==> config.mk <==
export PLATFORM = sky130hd
export DESIGN_NAME = escritor_filas_memoria
export DESIGN_NICKNAME = d
export VERILOG_FILES = /design/src/rtl/escritor_filas_memoria_pkg.sv /design/src/rtl/escritor_filas_memoria_empaquetador_pixeles.sv /design/src/rtl/escritor_filas_memoria.sv
export SDC_FILE = /design/constraint.sdc
export NUM_CORES = 1
export LEC_CHECK = 0
export CORE_ASPECT_RATIO = 0.9
export CORE_MARGIN = 3
export CORE_UTILIZATION = 45
export DETAILED_ROUTE_END_ITERATION = 8
export PLACE_DENSITY = 0.85
export SYNTH_ARGS = -nofsm -noshare
export SYNTH_HDL_FRONTEND = slang
export SYNTH_SLANG_ARGS = --single-unit
==> constraint.sdc <==
create_clock -name clk -period 1.9 [get_ports clk]
set_input_delay 0.38 -clock clk [delete_from_list [all_inputs] [get_ports clk]]
set_output_delay 0.38 -clock clk [all_outputs]
set_load 0.05 [all_outputs]
==> src/rtl/escritor_filas_memoria_pkg.sv <==
// -----------------------------------------------------------------------------
// escritor_filas_memoria_pkg
// Shared definitions for the row writer: FSM state encoding and the pixel/word
// geometry used by both the top level and the pixel packer.
// -----------------------------------------------------------------------------
package escritor_filas_memoria_pkg;

    localparam int BITS_PIXEL          = 8;
    localparam int BITS_PALABRA        = 64;
    localparam int PIXELES_POR_PALABRA = 8;
    localparam int BITS_INDICE         = $clog2(PIXELES_POR_PALABRA);

    typedef enum logic [1:0] {
        REPOSO      = 2'd0,
        LLENANDO    = 2'd1,
        ESCRIBIENDO = 2'd2,
        TERMINADO   = 2'd3
    } estado_t;

endpackage

==> src/rtl/escritor_filas_memoria_empaquetador_pixeles.sv <==
// -----------------------------------------------------------------------------
// empaquetador_pixeles
// Packs consecutive 8-bit pixels into one 64-bit word, first pixel in the LSB
// byte.
//   clk      in   clock
//   reset    in   synchronous, active-low reset
//   limpiar  in   clear index and word (start of a frame)
//   cargar   in   store pixel at the current index and advance the index
//   pixel    in   pixel data
//   palabra  out  packed word (held while cargar is low)
//   ultimo   out  current index is the last byte lane
// -----------------------------------------------------------------------------
module empaquetador_pixeles
    import escritor_filas_memoria_pkg::*;
(
    input  logic                    clk,
    input  logic                    reset,
    input  logic                    limpiar,
    input  logic                    cargar,
    input  logic [BITS_PIXEL-1:0]   pixel,
    output logic [BITS_PALABRA-1:0] palabra,
    output logic                    ultimo
);

    localparam logic [BITS_INDICE-1:0] ULTIMO_INDICE = BITS_INDICE'(PIXELES_POR_PALABRA - 1);

    logic [BITS_INDICE-1:0]         r_indice;
    logic [BITS_PALABRA-1:0]        r_palabra;
    logic [PIXELES_POR_PALABRA-1:0] w_sel_carril;

    // One-hot byte-lane select decoded from the index.
    for (genvar gi = 0; gi < PIXELES_POR_PALABRA; gi++) begin : g_sel_carril
        assign w_sel_carril[gi] = cargar && (r_indice == BITS_INDICE'(gi));
    end

    // The index wraps naturally from 7 to 0 after the last lane is loaded.
    always_ff @(posedge clk) begin
        if (!reset || limpiar) begin
            r_indice <= '0;
        end else if (cargar) begin
            r_indice <= r_indice + BITS_INDICE'(1);
        end
    end

    always_ff @(posedge clk) begin
        if (!reset || limpiar) begin
            r_palabra <= '0;
        end else begin
            for (int i = 0; i < PIXELES_POR_PALABRA; i++) begin
                if (w_sel_carril[i]) begin
                    r_palabra[i*BITS_PIXEL +: BITS_PIXEL] <= pixel;
                end
            end
        end
    end

    assign palabra = r_palabra;
    assign ultimo  = (r_indice == ULTIMO_INDICE);

endmodule

==> src/rtl/escritor_filas_memoria.sv <==
// -----------------------------------------------------------------------------
// escritor_filas_memoria
// Receives processed pixels over a valid/ready handshake, packs eight per
// 64-bit word and writes each word to image memory at base_fila + columna,
// moving the row base by PALABRAS_POR_FILA after each full row.
//   clk            in   clock
//   reset          in   synchronous, active-low reset
//   iniciar        in   start pulse (only honoured when idle)
//   pixel_entrada  in   pixel data
//   pixel_valido   in   pixel_entrada valid
//   pixel_listo    out  ready to accept a pixel
//   escribir       out  memory write request
//   direccion      out  word write address
//   datos_salida   out  packed word
//   memoria_lista  in   memory accepts the write this cycle
//   ocupado        out  not idle
//   terminado      out  one-cycle frame completion pulse
// -----------------------------------------------------------------------------
module escritor_filas_memoria
    import escritor_filas_memoria_pkg::*;
#(
    parameter int DIRECCION_INICIO  = 0,
    parameter int BITS_DIRECCION    = 11,
    parameter int PALABRAS_POR_FILA = 16,
    parameter int CANTIDAD_FILAS    = 128
)(
    input  logic                      clk,
    input  logic                      reset,
    input  logic                      iniciar,
    input  logic [BITS_PIXEL-1:0]     pixel_entrada,
    input  logic                      pixel_valido,
    output logic                      pixel_listo,
    output logic                      escribir,
    output logic [BITS_DIRECCION-1:0] direccion,
    output logic [BITS_PALABRA-1:0]   datos_salida,
    input  logic                      memoria_lista,
    output logic                      ocupado,
    output logic                      terminado
);

    localparam int BITS_COLUMNA = (PALABRAS_POR_FILA > 1) ? $clog2(PALABRAS_POR_FILA) : 1;
    localparam int BITS_FILA    = (CANTIDAD_FILAS > 1) ? $clog2(CANTIDAD_FILAS) : 1;

    localparam logic [BITS_COLUMNA-1:0]   ULTIMA_COLUMNA = BITS_COLUMNA'(PALABRAS_POR_FILA - 1);
    localparam logic [BITS_FILA-1:0]      ULTIMA_FILA    = BITS_FILA'(CANTIDAD_FILAS - 1);
    localparam logic [BITS_DIRECCION-1:0] BASE_INICIAL   = BITS_DIRECCION'(DIRECCION_INICIO);
    localparam logic [BITS_DIRECCION-1:0] PASO_FILA      = BITS_DIRECCION'(PALABRAS_POR_FILA);

    estado_t                   r_estado;
    estado_t                   w_estado_next;
    logic [BITS_COLUMNA-1:0]   r_columna;
    logic [BITS_FILA-1:0]      r_fila;
    logic [BITS_DIRECCION-1:0] r_base_fila;

    logic w_arrancar;
    logic w_acepta_pixel;
    logic w_palabra_aceptada;
    logic w_ultima_columna;
    logic w_ultima_palabra;
    logic w_ultimo_pixel;

    assign w_arrancar         = (r_estado == REPOSO) && iniciar;
    assign w_acepta_pixel     = (r_estado == LLENANDO) && pixel_valido;
    assign w_palabra_aceptada = (r_estado == ESCRIBIENDO) && memoria_lista;
    assign w_ultima_columna   = (r_columna == ULTIMA_COLUMNA);
    assign w_ultima_palabra   = w_ultima_columna && (r_fila == ULTIMA_FILA);

    empaquetador_pixeles u_empaquetador (
        .clk     (clk),
        .reset   (reset),
        .limpiar (w_arrancar),
        .cargar  (w_acepta_pixel),
        .pixel   (pixel_entrada),
        .palabra (datos_salida),
        .ultimo  (w_ultimo_pixel)
    );

    // State register
    always_ff @(posedge clk) begin
        if (!reset) begin
            r_estado <= REPOSO;
        end else begin
            r_estado <= w_estado_next;
        end
    end

    // Next-state logic
    always_comb begin
        w_estado_next = r_estado;
        unique case (r_estado)
            REPOSO:      if (iniciar) w_estado_next = LLENANDO;
            LLENANDO:    if (w_acepta_pixel && w_ultimo_pixel) w_estado_next = ESCRIBIENDO;
            ESCRIBIENDO: if (memoria_lista) w_estado_next = w_ultima_palabra ? TERMINADO : LLENANDO;
            TERMINADO:   w_estado_next = REPOSO;
            default:     w_estado_next = REPOSO;
        endcase
    end

    // Outputs decoded from the registered state only.
    always_comb begin
        pixel_listo = (r_estado == LLENANDO);
        escribir    = (r_estado == ESCRIBIENDO);
        ocupado     = (r_estado != REPOSO);
        terminado   = (r_estado == TERMINADO);
    end

    // Column/row counters and row base; only move when memory takes a word,
    // so the address stays frozen for the whole write.
    always_ff @(posedge clk) begin
        if (!reset || w_arrancar) begin
            r_columna   <= '0;
            r_fila      <= '0;
            r_base_fila <= BASE_INICIAL;
        end else if (w_palabra_aceptada) begin
            if (w_ultima_columna) begin
                r_columna   <= '0;
                r_fila      <= r_fila + BITS_FILA'(1);
                r_base_fila <= r_base_fila + PASO_FILA;
            end else begin
                r_columna   <= r_columna + BITS_COLUMNA'(1);
            end
        end
    end

    // Modulo-2^BITS_DIRECCION sum.
    assign direccion = r_base_fila + BITS_DIRECCION'(r_columna);

endmodule

# Word-level counts from Yosys, hierarchy flattened
# Cells that the tools add are included.
totals:
  ff_bits: 91
  input_bits: 13
  wordCells: 58
classes:
  addsub: 5
  eq_ne: 15
  n_mux: 6
  reduce_logical: 19
op_table:
  columns: ["op", "n"]
  rows:
  - ["$eq A3 B3 Y1 const B", 4]
  - ["$logic_and A1 B1 Y1", 12]
  - ["$add A11 B4 Y11", 1]
  - ["$add A11 B5 Y11 const B", 1]
  - ["$mux W2", 4]
  - ["$pmux W2 S4", 1]
  - ["$add A7 B1 Y7 const B", 1]
  - ["$eq A7 B7 Y1 const B", 1]
  - ["$eq A3 B2 Y1 const B", 2]
  - ["$add A4 B1 Y4 const B", 1]
  - ["$eq A2 B2 Y1 const B", 2]
  - ["$eq A4 B4 Y1 const B", 1]
  - ["$mux W4", 1]
  - ["$ne A2 B1 Y1 const B", 2]
  - ["$add A3 B1 Y3 const B", 1]
  - ["$eq A3 B1 Y1 const B", 1]
  - ["$logic_not A3 Y1", 1]
  - ["$reduce_and A3 Y1", 1]
  - ["$eq A2 B1 Y1 const B", 1]
  - ["$logic_not A2 Y1", 1]
  - ["$ne A2 B2 Y1 const B", 1]
  - ["$reduce_and A2 Y1", 1]
  - ["$reduce_bool A2 Y1", 1]
  - ["$logic_not A1 Y1", 1]
  - ["$logic_or A1 B1 Y1", 1]

# Longest topological paths before layout
depth:
  depth_word: 5
  ltp_mapped: 7
  depth_no_buf: 6

# Modules after synthesis
# Synthesis repeated with hierarchy kept, for this count alone.
unflattened:
  hier_cells: 390
  hier_area_um2: 4037.6
by_module_without_submodules:
  columns: ["mod", "instances", "cells_each", "area_each_um2"]
  rows:
  - ["empaquetador_pixeles", 1, 268, 2919.0]
  - ["escritor_filas_memoria", 1, 122, 1118.6]

# Worst setup path before layout
# No wires, ideal clock.
synth_path:
  path_type: "register -> register"
  from: "register r_estado[0]"
  to: "register u_empaquetador.r_palabra[62] (netlist: u_empaquetador.palabra[62])"
  arrival_ns: 1.818
  required_time_ns: 1.768
  slack_ns: -0.050
  stages_incl_launch_ff: 6
  path_buffers: 1
  cell_sequence: "dfxtp_1 -> buf_4 -> nor2b_1 -> nand3_1 -> nand2_1 -> a21oi_1"
synth_between:
  elab_chain_len: 3
  elab_cells_between_ends: 6
  cone_classes: "eq/ne: 1; reduce/logical: 5"
synth_lines:
  columns: ["item", "line_no", "rtl"]
  rows:
  - ["start: declaration", "escritor_filas_memoria.sv:49", "estado_t r_estado;"]
  - ["start signal: assignment", "escritor_filas_memoria.sv:83", "r_estado <= w_estado_next;"]
  - ["$eq A2 B1 Y1", null, null]
  - ["named net pixel_listo", "escritor_filas_memoria.sv:32", "output logic pixel_listo,"]
  - ["$logic_and A1 B1 Y1", "escritor_filas_memoria.sv:63", "assign w_acepta_pixel = (r_estado == LLENANDO) && pixel_valido;"]
  - ["$logic_and A1 B1 Y1", "escritor_filas_memoria_empaquetador_pixeles.sv:33", "assign w_sel_carril[gi] = cargar && (r_indice == BITS_INDICE'(gi));"]
  - ["end signal: indexed assignment", "escritor_filas_memoria_empaquetador_pixeles.sv:51", "r_palabra[i*BITS_PIXEL +: BITS_PIXEL] <= pixel;"]
  - ["end: declaration", "escritor_filas_memoria_empaquetador_pixeles.sv:28", "logic [BITS_PALABRA-1:0] r_palabra;"]
# The timed path passes the listed nets, and every way through them passes these cells.
# A chain may end at the register's enable or synchronous reset.

# Final worst setup path
layout_path:
  from: "register u_empaquetador.r_palabra[16] (netlist: u_empaquetador.palabra[16])"
  to: "output datos_salida[16]"
layout_rtl:
  columns: ["item", "line_no", "rtl"]
  rows:
  - ["end: declaration", "escritor_filas_memoria.sv:35", "output logic [BITS_PALABRA-1:0] datos_salida,"]
# No word-level cell between the ends.

==> impl_metrics.csv <==
group,metric,value,unit
timing,slew_violations,0,
grt,grt_util_all_layers,20.0,%
final_layout,area_growth,37.3,%
final_layout,final_area,4790,um^2
synth,ys_types,32,
final_layout,diodes,0,
worst_setup_path,max_stage_delay,0.80,ns
grt,grt_pass1_vias,2791,
drt,wl_per_cell,15.2,um
final_layout,drive_above_1_share,13.1,%
timing,period_needed,1.87,ns
synth,async_flop_share,0,%
worst_setup_path,end_kind,"output pin",
power,finalPower,3680,uW
grt,overflow,0,
timing,setup_viol,0,
worst_setup_path,slowest_stage,"clkdlybuf4s50_1",
place,gp_congestion,0.790,
worst_setup_path,critPathKind,"reg2out",
power,switching_share,24.2,%
synth,synth.mux.area_fraction,13.8,%
synth,synth_ff_type,"dfxtp_1",
drt,drc,0,
floorplanning,start_util,47.8,%
grt,antenna_found_initial,0,
timing,rsz0062_at_grt,"true",
power,p_sw,889,uW
final_layout,layout_common_cells,"dfxtp_1 (87), nor2_1 (64), mux2i_1 (48)",
place,io_buffers,91,
synth,synth.largest_area_cell,"dfxtp_1",
synth,synthAdderAreaFrac,3.23,%
timing,maxClockFrequency,535,MHz
timing,holdWs,0.459,ns
timing,max-slew-margin-rel,64.9,%
clock_network,clockRootBuffer,"clkbuf_8",
worst_hold_path,hold_path.class,"reg2reg",
timing,finClkSkew,0.00533,ns
clock_network,numCtsBuffers,9,
worst_setup_path,reg2reg_depth,5,
clock_network,post_cts_buffers,0,
timing,hold_viol_final,0,
synth,synth_top_area_share,49.9,%
final_layout,final_common_cell,"dfxtp_1",
worst_setup_path,crit_fanout,2,
worst_setup_path,timing.rr.start,"r_estado[0]",
worst_setup_path,rr_endpoint,"u_empaquetador.palabra[21]",
timing,final.setup.worst_slack,0.0303,ns
power,p_comb_share,9.7,%
worst_setup_path,rrSetupSlack,0.25,ns
worst_hold_path,min_to,"u_empaquetador.palabra[61]",
clock_network,cts_tree,"yes",
drt,vias_per_cell,5.13,
worst_setup_path,crit_chain,"clkdlybuf4s50_1",
drt,drt_iter0_drc,100,
synth,synth_top_family_by_area,"simple AND/OR/NAND/NOR gates",
clock_network,clk_pin_slew,0.08,ns
floorplanning,ioPinCount,92,
floorplanning,rows,29,
power,p_leak,0.00240,uW
flow_run,drv_cap,0,
synth,synth-simple-area-share,20.6,%
clock_network,cts.hold.buffers_added,0,
synth,synthesis.nets,400,
place,dpl_cell_area,4550,um^2
place,dp_hpwl,6.20,mm
drt,wl,8.60,mm
final_layout,instances_no_fill,567,
clock_network,htree_num_levels,3,
clock_network,cts.sinks,87,
synth,synth.area.top_cells,"dfxtp_1 (50%), mux2i_1 (14%), nor2_1 (6.9%)",
worst_setup_path,cp_num_buf_inv,1,
timing,tightest_slew,0.525,ns
clock_network,clk_latency,0.35,ns
timing,fin_crit_sh,98.4,%
power,p_per_area,768,nW/um^2
place,dp_slack,-0.0454,ns
synth,synthesis.area,3490,um^2
worst_setup_path,crit_arrival,1.49,ns
worst_setup_path,crit_path_start_kind,"register",
worst_hold_path,min_path_cells,2,
clock_network,cts_resized,37,
worst_setup_path,crit_required,1.52,ns
synth,synth_edf_count,0,
power,power_frac_seq,50.6,%
synth,postSynthAreaPerCell,9.23,um^2
floorplanning,die_width,98.8,um
clock_network,cts.path.max_buffers,2,
worst_hold_path,hp-start,"u_empaquetador.palabra[61]",
power,pwr-share-clk,39.7,%
power,internal-power,2790,uW
worst_setup_path,critPathTopFamily,"buffers and inverters",
status,status,"finished clean",
synth,ys_seq_area_share,49.9,%
grt,grt_start_max_net_pins,44,
drt,dr.pass1.iters,4,
drt,postRouteAntennaNets,0,
place,dp.cells,552,
synth,synthCells,378,
floorplanning,fp.coreArea,7290,um^2
synth,synth_compound_area_share,4.91,%
grt,grt_pass1_wl,13.8,mm
final_layout,nets,492,
synth,synth_xor_area_share,3.52,%
floorplanning,fp.dieH,89.5,um
synth,synth-seq-cells,87,
drt,num_vias,2908,
synth,ys_warn_count,0,
power,ir_worst_vdd,0.458,mV
floorplanning,die-area,8850,um^2
## layer usage
layer / track usage, % / wire length, um / vias up
li1: - / - / 1440
met1: 24.4 / 3850 / 1373
met2: 34.3 / 4110 / 87
met3: 6.40 / 552 / 8
met4: 5.58 / 90 / 0
met5: 0 / 0 / -
## cell usage after synthesis (2+ instances only)
cell	number
and2_1	3
a21oi_1	25
nand3_1	13
xnor2_1	11
ha_1	9
mux2i_1	48
or3_1	5
buf_4	2
nor3_1	10
o21ai_0	5
clkbuf_1	12
nand4_1	4
nor2_1	64
buf_2	10
xor2_1	3
nor2b_1	2
nand2_1	42
nor2_4	3
inv_1	8
dfxtp_1	87
## power groups by stage
stage                     registers, uW  clock network (uW)  logic, uW
after floorplan                    1920                   0        194
after global placement             1900                   0        353
after detailed placement           1910                   0        358
after CTS                          1860                1500        358
after global routing               1870                1550        378
final                              1860                1460        356
## cell type report
type / count / area, um^2
Tap cell: 93 / 116
Timing Repair Buffer: 105 / 1050
Fill cell: 595 / 2500
Clock buffer: 11 / 151
Sequential cell: 87 / 1740
Multi-Input combinational cell: 259 / 1620
Clock inverter: 4 / 77.6
Inverter: 8 / 30.0
## logic make-up after synthesis
family | Yosys count
AO/OA/AOI/OAI | 33
XOR/XNOR | 14
adder cells (fa/ha/maj) | 9
buffers and inverters | 32
flip-flops | 87
multiplexers | 48
AND/OR/NAND/NOR | 155
## worst max-delay path by stage
stage / endpoint / start / cells past startpoint
6_report: datos_salida[16] / u_empaquetador.palabra[16] / 1
5_1_grt: escribir / r_estado[1] / 2
4_1_cts: datos_salida[13] / u_empaquetador.palabra[13] / 1
3_5_place_dp: u_empaquetador.palabra[30] / pixel_valido / 6
3_3_place_gp: u_empaquetador.palabra[21] / pixel_valido / 6
2_1_floorplan: r_estado[1] / r_estado[1] / 4
## stage by stage
step	setup TNS [ns]	utilization, %
floorplan	0	-
global placement	0	62.4
detailed placement	-0.153	62.4
CTS	0	65.0
global route	-0.0175	65.7
finish	0	65.7
## flip-flops by register name (all words and copies together) (netlist names)
| signal | count |
|---|---|
| r_columna | 4 |
| r_estado | 2 |
| u_empaquetador.r_indice | 3 |
| r_base_fila | 7 |
| u_empaquetador.palabra | 64 |
| r_fila | 7 |
## worst reg2reg max path, stage by stage (launching register included)
cell	delay, ns
dfxtp_1	0.62
nand3_1	0.18
or3_1	0.33
buf_4	0.19
mux2i_1	0.16
nor2_1	0.06
Note: power is estimated with default switching activity, not from simulation.
